### config.mk
export PLATFORM = sky130hd
export DESIGN_NAME = slurm32_cpu_hazard_ctrl
export DESIGN_NICKNAME = d
export VERILOG_FILES = /design/src/rtl/slurm32_cpu_hazard_ctrl_pkg.sv /design/src/rtl/slurm32_cpu_hazard_ctrl_scoreboard.sv /design/src/rtl/slurm32_cpu_hazard_ctrl.sv
export SDC_FILE = /design/constraint.sdc
export NUM_CORES = 1
export LEC_CHECK = 0
export ABC_CLOCK_PERIOD_IN_PS = 3600
export BUFFER_PORTS_ARGS = -buffer_cell sky130_fd_sc_hd__buf_2
export CORE_MARGIN = 2
export CORE_UTILIZATION = 48
export CTS_CLUSTER_DIAMETER = 100
export DETAILED_ROUTE_END_ITERATION = 10
export PLACE_DENSITY = 0.76
export SKIP_CTS_REPAIR_TIMING = 1
export SLEW_MARGIN = 10
export SYNTH_ARGS = -nofsm -noshare
export SYNTH_HDL_FRONTEND = slang
export SYNTH_SLANG_ARGS = --single-unit
### constraint.sdc
create_clock -name CLK -period 3.6 [get_ports CLK]
set_clock_uncertainty 0.05 [all_clocks]
set_input_delay 0.72 -clock CLK [delete_from_list [all_inputs] [get_ports CLK]]
set_output_delay 0.72 -clock CLK [all_outputs]
set_load 0.02 [all_outputs]
### src/rtl/slurm32_cpu_hazard_ctrl_pkg.sv
// Shared definitions for the SLURM32 pipeline interlock: register select defaults,
// the hardwired-zero register and the load tracker state encoding.
package slurm32_cpu_hazard_ctrl_pkg;

  localparam int REGISTER_BITS_DEFAULT = 8;
  localparam logic [REGISTER_BITS_DEFAULT-1:0] ZERO_REGISTER = 8'd0;

  typedef enum logic [0:0] {
    HZ_IDLE    = 1'b0,
    HZ_PENDING = 1'b1
  } hz_state_t;

  // r0 is hardwired to zero, so a read of it can never depend on a writer.
  // Callers zero-extend their selects to 32 bits.
  function automatic logic reg_hit(input logic [31:0] sel, input logic [31:0] dst);
    return (sel != 32'(ZERO_REGISTER)) && (sel == dst);
  endfunction

endpackage

### src/rtl/slurm32_cpu_hazard_ctrl_scoreboard.sv
// In-flight register write tracker (slot 2 .. writeback) with per-port RAW match
// against the slot 1 register A/B selects.
module slurm32_cpu_scoreboard_pipe
  import slurm32_cpu_hazard_ctrl_pkg::*;
#(
  parameter int REGISTER_BITS = REGISTER_BITS_DEFAULT,
  parameter int PIPE_DEPTH    = 3
) (
  input  logic                     clk,
  input  logic                     rst,
  input  logic                     ins_valid,
  input  logic [REGISTER_BITS-1:0] ins_reg,
  input  logic [REGISTER_BITS-1:0] rega_sel,
  input  logic [REGISTER_BITS-1:0] regb_sel,
  output logic                     match_a,
  output logic                     match_b
);

  // The writeback stage writes through to the register file, so it never hazards
  // and only the entries ahead of it (slot 2 .. PIPE_DEPTH-1) need storage.
  localparam int HZ_ENTRIES = PIPE_DEPTH - 1;

  logic [HZ_ENTRIES-1:0]    valid_q;
  logic [HZ_ENTRIES-1:0]    valid_d;
  logic [REGISTER_BITS-1:0] reg_q [HZ_ENTRIES];
  logic [REGISTER_BITS-1:0] reg_d [HZ_ENTRIES];

  always_comb begin
    valid_d[0] = ins_valid;
    reg_d[0]   = ins_reg;
    for (int i = 1; i < HZ_ENTRIES; i++) begin
      valid_d[i] = valid_q[i-1];
      reg_d[i]   = reg_q[i-1];
    end
  end

  always_ff @(posedge clk) begin
    if (rst) begin
      valid_q <= {HZ_ENTRIES{1'b0}};
      for (int i = 0; i < HZ_ENTRIES; i++) begin
        reg_q[i] <= {REGISTER_BITS{1'b0}};
      end
    end else begin
      valid_q <= valid_d;
      for (int i = 0; i < HZ_ENTRIES; i++) begin
        reg_q[i] <= reg_d[i];
      end
    end
  end

  always_comb begin
    match_a = 1'b0;
    match_b = 1'b0;
    for (int i = 0; i < HZ_ENTRIES; i++) begin
      match_a = match_a | (valid_q[i] & reg_hit(32'(rega_sel), 32'(reg_q[i])));
      match_b = match_b | (valid_q[i] & reg_hit(32'(regb_sel), 32'(reg_q[i])));
    end
  end

endmodule

### src/rtl/slurm32_cpu_hazard_ctrl.sv
// SLURM32 pipeline interlock: combines scoreboard RAW matches with the single
// outstanding-load tracker to stall slots 0/1 and bubble slot 2.
module slurm32_cpu_hazard_ctrl
  import slurm32_cpu_hazard_ctrl_pkg::*;
#(
  parameter int REGISTER_BITS = REGISTER_BITS_DEFAULT,
  parameter int PIPE_DEPTH    = 3,
  parameter int CNT_BITS      = 16
) (
  input  logic                     CLK,
  input  logic                     RSTb,
  input  logic                     dec_valid,
  input  logic [REGISTER_BITS-1:0] regA_sel,
  input  logic [REGISTER_BITS-1:0] regB_sel,
  input  logic                     dec_wr_en,
  input  logic [REGISTER_BITS-1:0] dec_wr_reg,
  input  logic                     dec_is_load,
  input  logic                     load_done,
  input  logic                     flush,
  output logic                     stall,
  output logic                     bubble,
  output logic                     load_pending,
  output logic [REGISTER_BITS-1:0] load_reg,
  output logic [CNT_BITS-1:0]      stall_count
);

  hz_state_t                state_q;
  hz_state_t                state_d;
  logic [REGISTER_BITS-1:0] load_reg_q;
  logic [REGISTER_BITS-1:0] load_reg_d;
  logic [CNT_BITS-1:0]      stall_count_q;
  logic [CNT_BITS-1:0]      stall_count_d;

  logic match_a;
  logic match_b;
  logic load_wait;
  logic load_raw;
  logic load_struct;
  logic load_waw;
  logic hazard;
  logic issue_load;
  logic sb_ins_valid;

  slurm32_cpu_scoreboard_pipe #(
    .REGISTER_BITS (REGISTER_BITS),
    .PIPE_DEPTH    (PIPE_DEPTH)
  ) u_scoreboard (
    .clk       (CLK),
    .rst       (RSTb),
    .ins_valid (sb_ins_valid),
    .ins_reg   (dec_wr_reg),
    .rega_sel  (regA_sel),
    .regb_sel  (regB_sel),
    .match_a   (match_a),
    .match_b   (match_b)
  );

  // Returning load data is written through, so load hazards drop in the done cycle.
  always_comb begin
    load_wait   = (state_q == HZ_PENDING) & ~load_done;
    load_raw    = load_wait & (reg_hit(32'(regA_sel), 32'(load_reg_q)) |
                               reg_hit(32'(regB_sel), 32'(load_reg_q)));
    load_struct = load_wait & dec_is_load;
    load_waw    = load_wait & dec_wr_en & (dec_wr_reg == load_reg_q);
    hazard      = match_a | match_b | load_raw | load_struct | load_waw;
    stall       = dec_valid & ~flush & hazard;
    bubble      = stall | flush;
    issue_load   = dec_valid & dec_is_load & ~stall & ~flush;
    sb_ins_valid = dec_valid & dec_wr_en & ~dec_is_load & ~stall & ~flush;
  end

  // A load issuing in the done cycle keeps the tracker busy with the new target.
  always_comb begin
    state_d    = state_q;
    load_reg_d = load_reg_q;
    case (state_q)
      HZ_IDLE: begin
        if (issue_load) begin
          state_d    = HZ_PENDING;
          load_reg_d = dec_wr_reg;
        end else begin
          state_d = HZ_IDLE;
        end
      end
      HZ_PENDING: begin
        if (issue_load) begin
          state_d    = HZ_PENDING;
          load_reg_d = dec_wr_reg;
        end else if (load_done) begin
          state_d = HZ_IDLE;
        end else begin
          state_d = HZ_PENDING;
        end
      end
      default: begin
        state_d = HZ_IDLE;
      end
    endcase
  end

  always_comb begin
    if (stall && (stall_count_q != {CNT_BITS{1'b1}})) begin
      stall_count_d = stall_count_q + CNT_BITS'(1);
    end else begin
      stall_count_d = stall_count_q;
    end
  end

  always_ff @(posedge CLK) begin
    if (RSTb) begin
      state_q       <= HZ_IDLE;
      load_reg_q    <= {REGISTER_BITS{1'b0}};
      stall_count_q <= {CNT_BITS{1'b0}};
    end else begin
      state_q       <= state_d;
      load_reg_q    <= load_reg_d;
      stall_count_q <= stall_count_d;
    end
  end

  assign load_pending = (state_q == HZ_PENDING);
  assign load_reg     = load_reg_q;
  assign stall_count  = stall_count_q;

endmodule

==> load_flow_metrics.sql <==
INSERT INTO impl_metrics (metric_group, metric, value, unit) VALUES
('run_status', 'run_status', 'complete, no violations', ''),
('clock_network', 'h-tree-depth', '2', ''),
('placed_design', 'placed_cell_area', '2850', 'µm²'),
('floorplan', 'dieArea', '5700', 'µm²'),
('yosys', 'ys_warn_count', '0', ''),
('yosys', 'synth.most_common_cell', 'xnor2_1', ''),
('routing', 'first_pass_iters', '4', ''),
('setup_path', 'critical_path.max_fanout', '2', ''),
('job', 'max-cap-violations', '0', ''),
('layout', 'finalNetCount', '366', ''),
('timing', 'worstMarginPinSlew', '0.912', 'ns'),
('routing', 'dr_total_vias', '2169', ''),
('placed_design', 'port_buffers', '57', ''),
('layout', 'layout-drive-gt1-share', '25.4', '%'),
('layout', 'syn2layout_area_growth', '22.0', '%'),
('timing', 'slew_headroom', '39.2', '%'),
('timing', 'final.setup.tns', '0', 'ns'),
('yosys', 'synthDominantAreaCellType', 'dfxtp_1', ''),
('clock_network', 'cts_num_sinks', '43', ''),
('floorplan', 'core.rowCount', '26', ''),
('timing', 'finalSetupViolCount', '0', ''),
('layout', 'regArea', '861', 'µm²'),
('yosys', 'netlist.area_leader.share', '35.1', '%'),
('setup_path', 'critPathKind', 'input pin to primary output', ''),
('grt', 'grt-ovfl-total', '0', ''),
('timing', 'final.min_clock_period', '3.52', 'ns'),
('floorplan', 'die_width', '75.5', 'µm'),
('timing', 'final-max-slew-violation-count', '0', ''),
('floorplan', 'initial_utilization', '49.0', '%'),
('placed_design', 'hpwlAfterDp', '4.39', 'mm'),
('layout', 'multi_input_area', '1560', 'µm²'),
('grt', 'grt_util_all_layers', '21.0', '%'),
('grt', 'vias_in_the_first_global_route', '1959', ''),
('routing', 'vias_per_cell', '5.36', ''),
('grt', 'grt_pass1_wl', '8.97', 'mm'),
('timing', 'rsz_0062_raised_after_global_routing', 'true', ''),
('clock_network', 'numCtsBuffers', '5', ''),
('floorplan', 'num_io_pins', '58', ''),
('routing', 'routedWlPerCell', '14.1', 'µm'),
('layout', 'n_antenna_cell', '0', ''),
('clock_network', 'clk-insertion-delay-late', '0.29', 'ns'),
('grt', 'antenna_found_initial', '0', ''),
('clock_network', 'cts.reportedPaths.clkPinSlew', '0.08', 'ns'),
('yosys', 'ys_dominant_reg_cell', 'dfxtp_1', ''),
('yosys', 'yosysUniqueCellTypes', '32', ''),
('yosys', 'ys_top_cells_by_count', '49 x xnor2_1, 43 x dfxtp_1, 38 x nor2b_1, 18 x nor2_1, 14 x mux2_1', ''),
('setup_path', 'critical_path_rt', '2.83', 'ns'),
('clock_network', 'cts_buffer_depth', '2', ''),
('routing', 'wirelength', '5.71', 'mm'),
('layout', 'final_cell_count_no_fill', '405', ''),
('timing', 'whs', '0.456', 'ns'),
('hold_path', 'worst_hold_class', 'flip-flop to flip-flop', ''),
('yosys', 'ys_async_sr_fraction', '0', '%'),
('yosys', 'ys_top_cells_by_area', 'dfxtp_1 35%, xnor2_1 17%, nor2b_1 9.7%', ''),
('yosys', 'syn-num-nets', '301', ''),
('yosys', 'synth_area_per_cell', '9.12', 'µm²'),
('power_and_ir_drop', 'leakage', '0.00119', 'µW'),
('yosys', 'synthesis.area', '2450', 'µm²'),
('yosys', 'synth.yosys.seq_area_share', '35.1', '%'),
('routing', 'detail-route-antenna-nets', '0', ''),
('setup_path', 'cp_cell_sequence', 'buf_2, or4_4, nor2_4, nor3_1, a311o_1, a2111oi_4, nor2_1, or2_4, buf_6', ''),
('placed_design', 'place_congestion', '0.937', ''),
('setup_path', 'worst_ep_arrival_time', '2.75', 'ns'),
('yosys', 'synth_cells', '269', ''),
('power_and_ir_drop', 'cell_area_power_density', '344', 'nW/µm²'),
('floorplan', 'core', '5010', 'µm²'),
('grt', 'grt_start_max_net_pins', '56', ''),
('timing', 'fin_crit_sh', '97.8', '%'),
('clock_network', 'root_buffer', 'clkbuf_8', ''),
('power_and_ir_drop', 'vdd_ir_drop_max', '0.000209', 'V'),
('timing', 'fmax_achieved', '284', 'MHz');
## where the power goes
part / internal, µW / switching, µW / leakage, µW
Clock: 224 / 161 / 0.0000612
Combinational: 71.0 / 69.0 / 0.000775
Sequential: 488 / 15.8 / 0.000351
## cell usage in the layout, fill, tap and decap left out, drive strengths merged, types with 2 or more instances in the layout
cell     n
buf     67
xnor2   49
dfxtp   43
nor2b   38
nor2    18
mux2    17
nand4   12
nand3   11
nand2    9
xor2     7
nor3     7
nor4     6
clkbuf   6
or4      6
and3     5
a21oi    4
nor3b    4
o21ai    4
nand2b   3
o31ai    3
and4     2
or3      2
a31oi    2
or2      2
## cell type report
| cell class | instances | area share, % |
|---|---|---|
| Timing Repair Buffer | 67 | 12.2 |
| Tap cell | 70 | 2.93 |
| Clock buffer | 6 | 2.76 |
| Multi-Input combinational cell | 217 | 52.2 |
| Clock inverter | 2 | 1.17 |
| Sequential cell | 43 | 28.8 |
## stage by stage
stage | worst slack [ns] | utilization [%]
2_1_floorplan | 0.00422 | -
3_3_place_gp | 0.0643 | 56.9
3_5_place_dp | 0.0208 | 56.9
4_1_cts | 0.00217 | 59.2
5_1_grt | -0.0209 | 59.8
6_report | 0.0791 | 59.8
## worst max-delay path, delay by kind of cell
family | cells | cell delay [ns]
buffers and inverters | 2 | 0.23
AND/OR/NAND/NOR | 5 | 1.09
AO/OA/AOI/OAI | 2 | 0.71
## logic make-up after synthesis
logic type | share of synthesized area (%)
buffers and inverters | 1.99
and+or+nand+nor | 28.9
DFF | 35.1
adders and majority gates | 0.510
AOI/OAI and AO/OA | 5.30
xor gates and xnor gates | 20.0
muxes | 8.21
## path summary, 6_finish.rpt
| path | from | endpoint | slack [ns] | cells after the start |
|---|---|---|---|---|
| worst max-delay path | regB_sel[3] | bubble | 0.08 | 9 |
| worst min-delay path | u_scoreboard.valid_q[0]$_SDFF_PP0_ | u_scoreboard.valid_q[1]$_SDFF_PP0_ | 0.46 | 1 |
| worst max register to register | load_reg[6]$_SDFFE_PP0P_ | load_reg[4]$_SDFFE_PP0P_ | 0.88 | 8 |
| worst min register to register | u_scoreboard.valid_q[0]$_SDFF_PP0_ | u_scoreboard.valid_q[1]$_SDFF_PP0_ | 0.46 | 1 |
## routing by layer
layer | vias to the layer above | global-route usage (%) | part of all wire [%]
li1 | 1065 | - | -
met1 | 1049 | 26.4 | 45
met2 | 47 | 35.4 | 50
met3 | 8 | 5.03 | 4.6
met4 | 0 | 6.82 | 1.1
met5 | - | 0 | 0
Note: power is estimated with default switching activity, not from simulation.
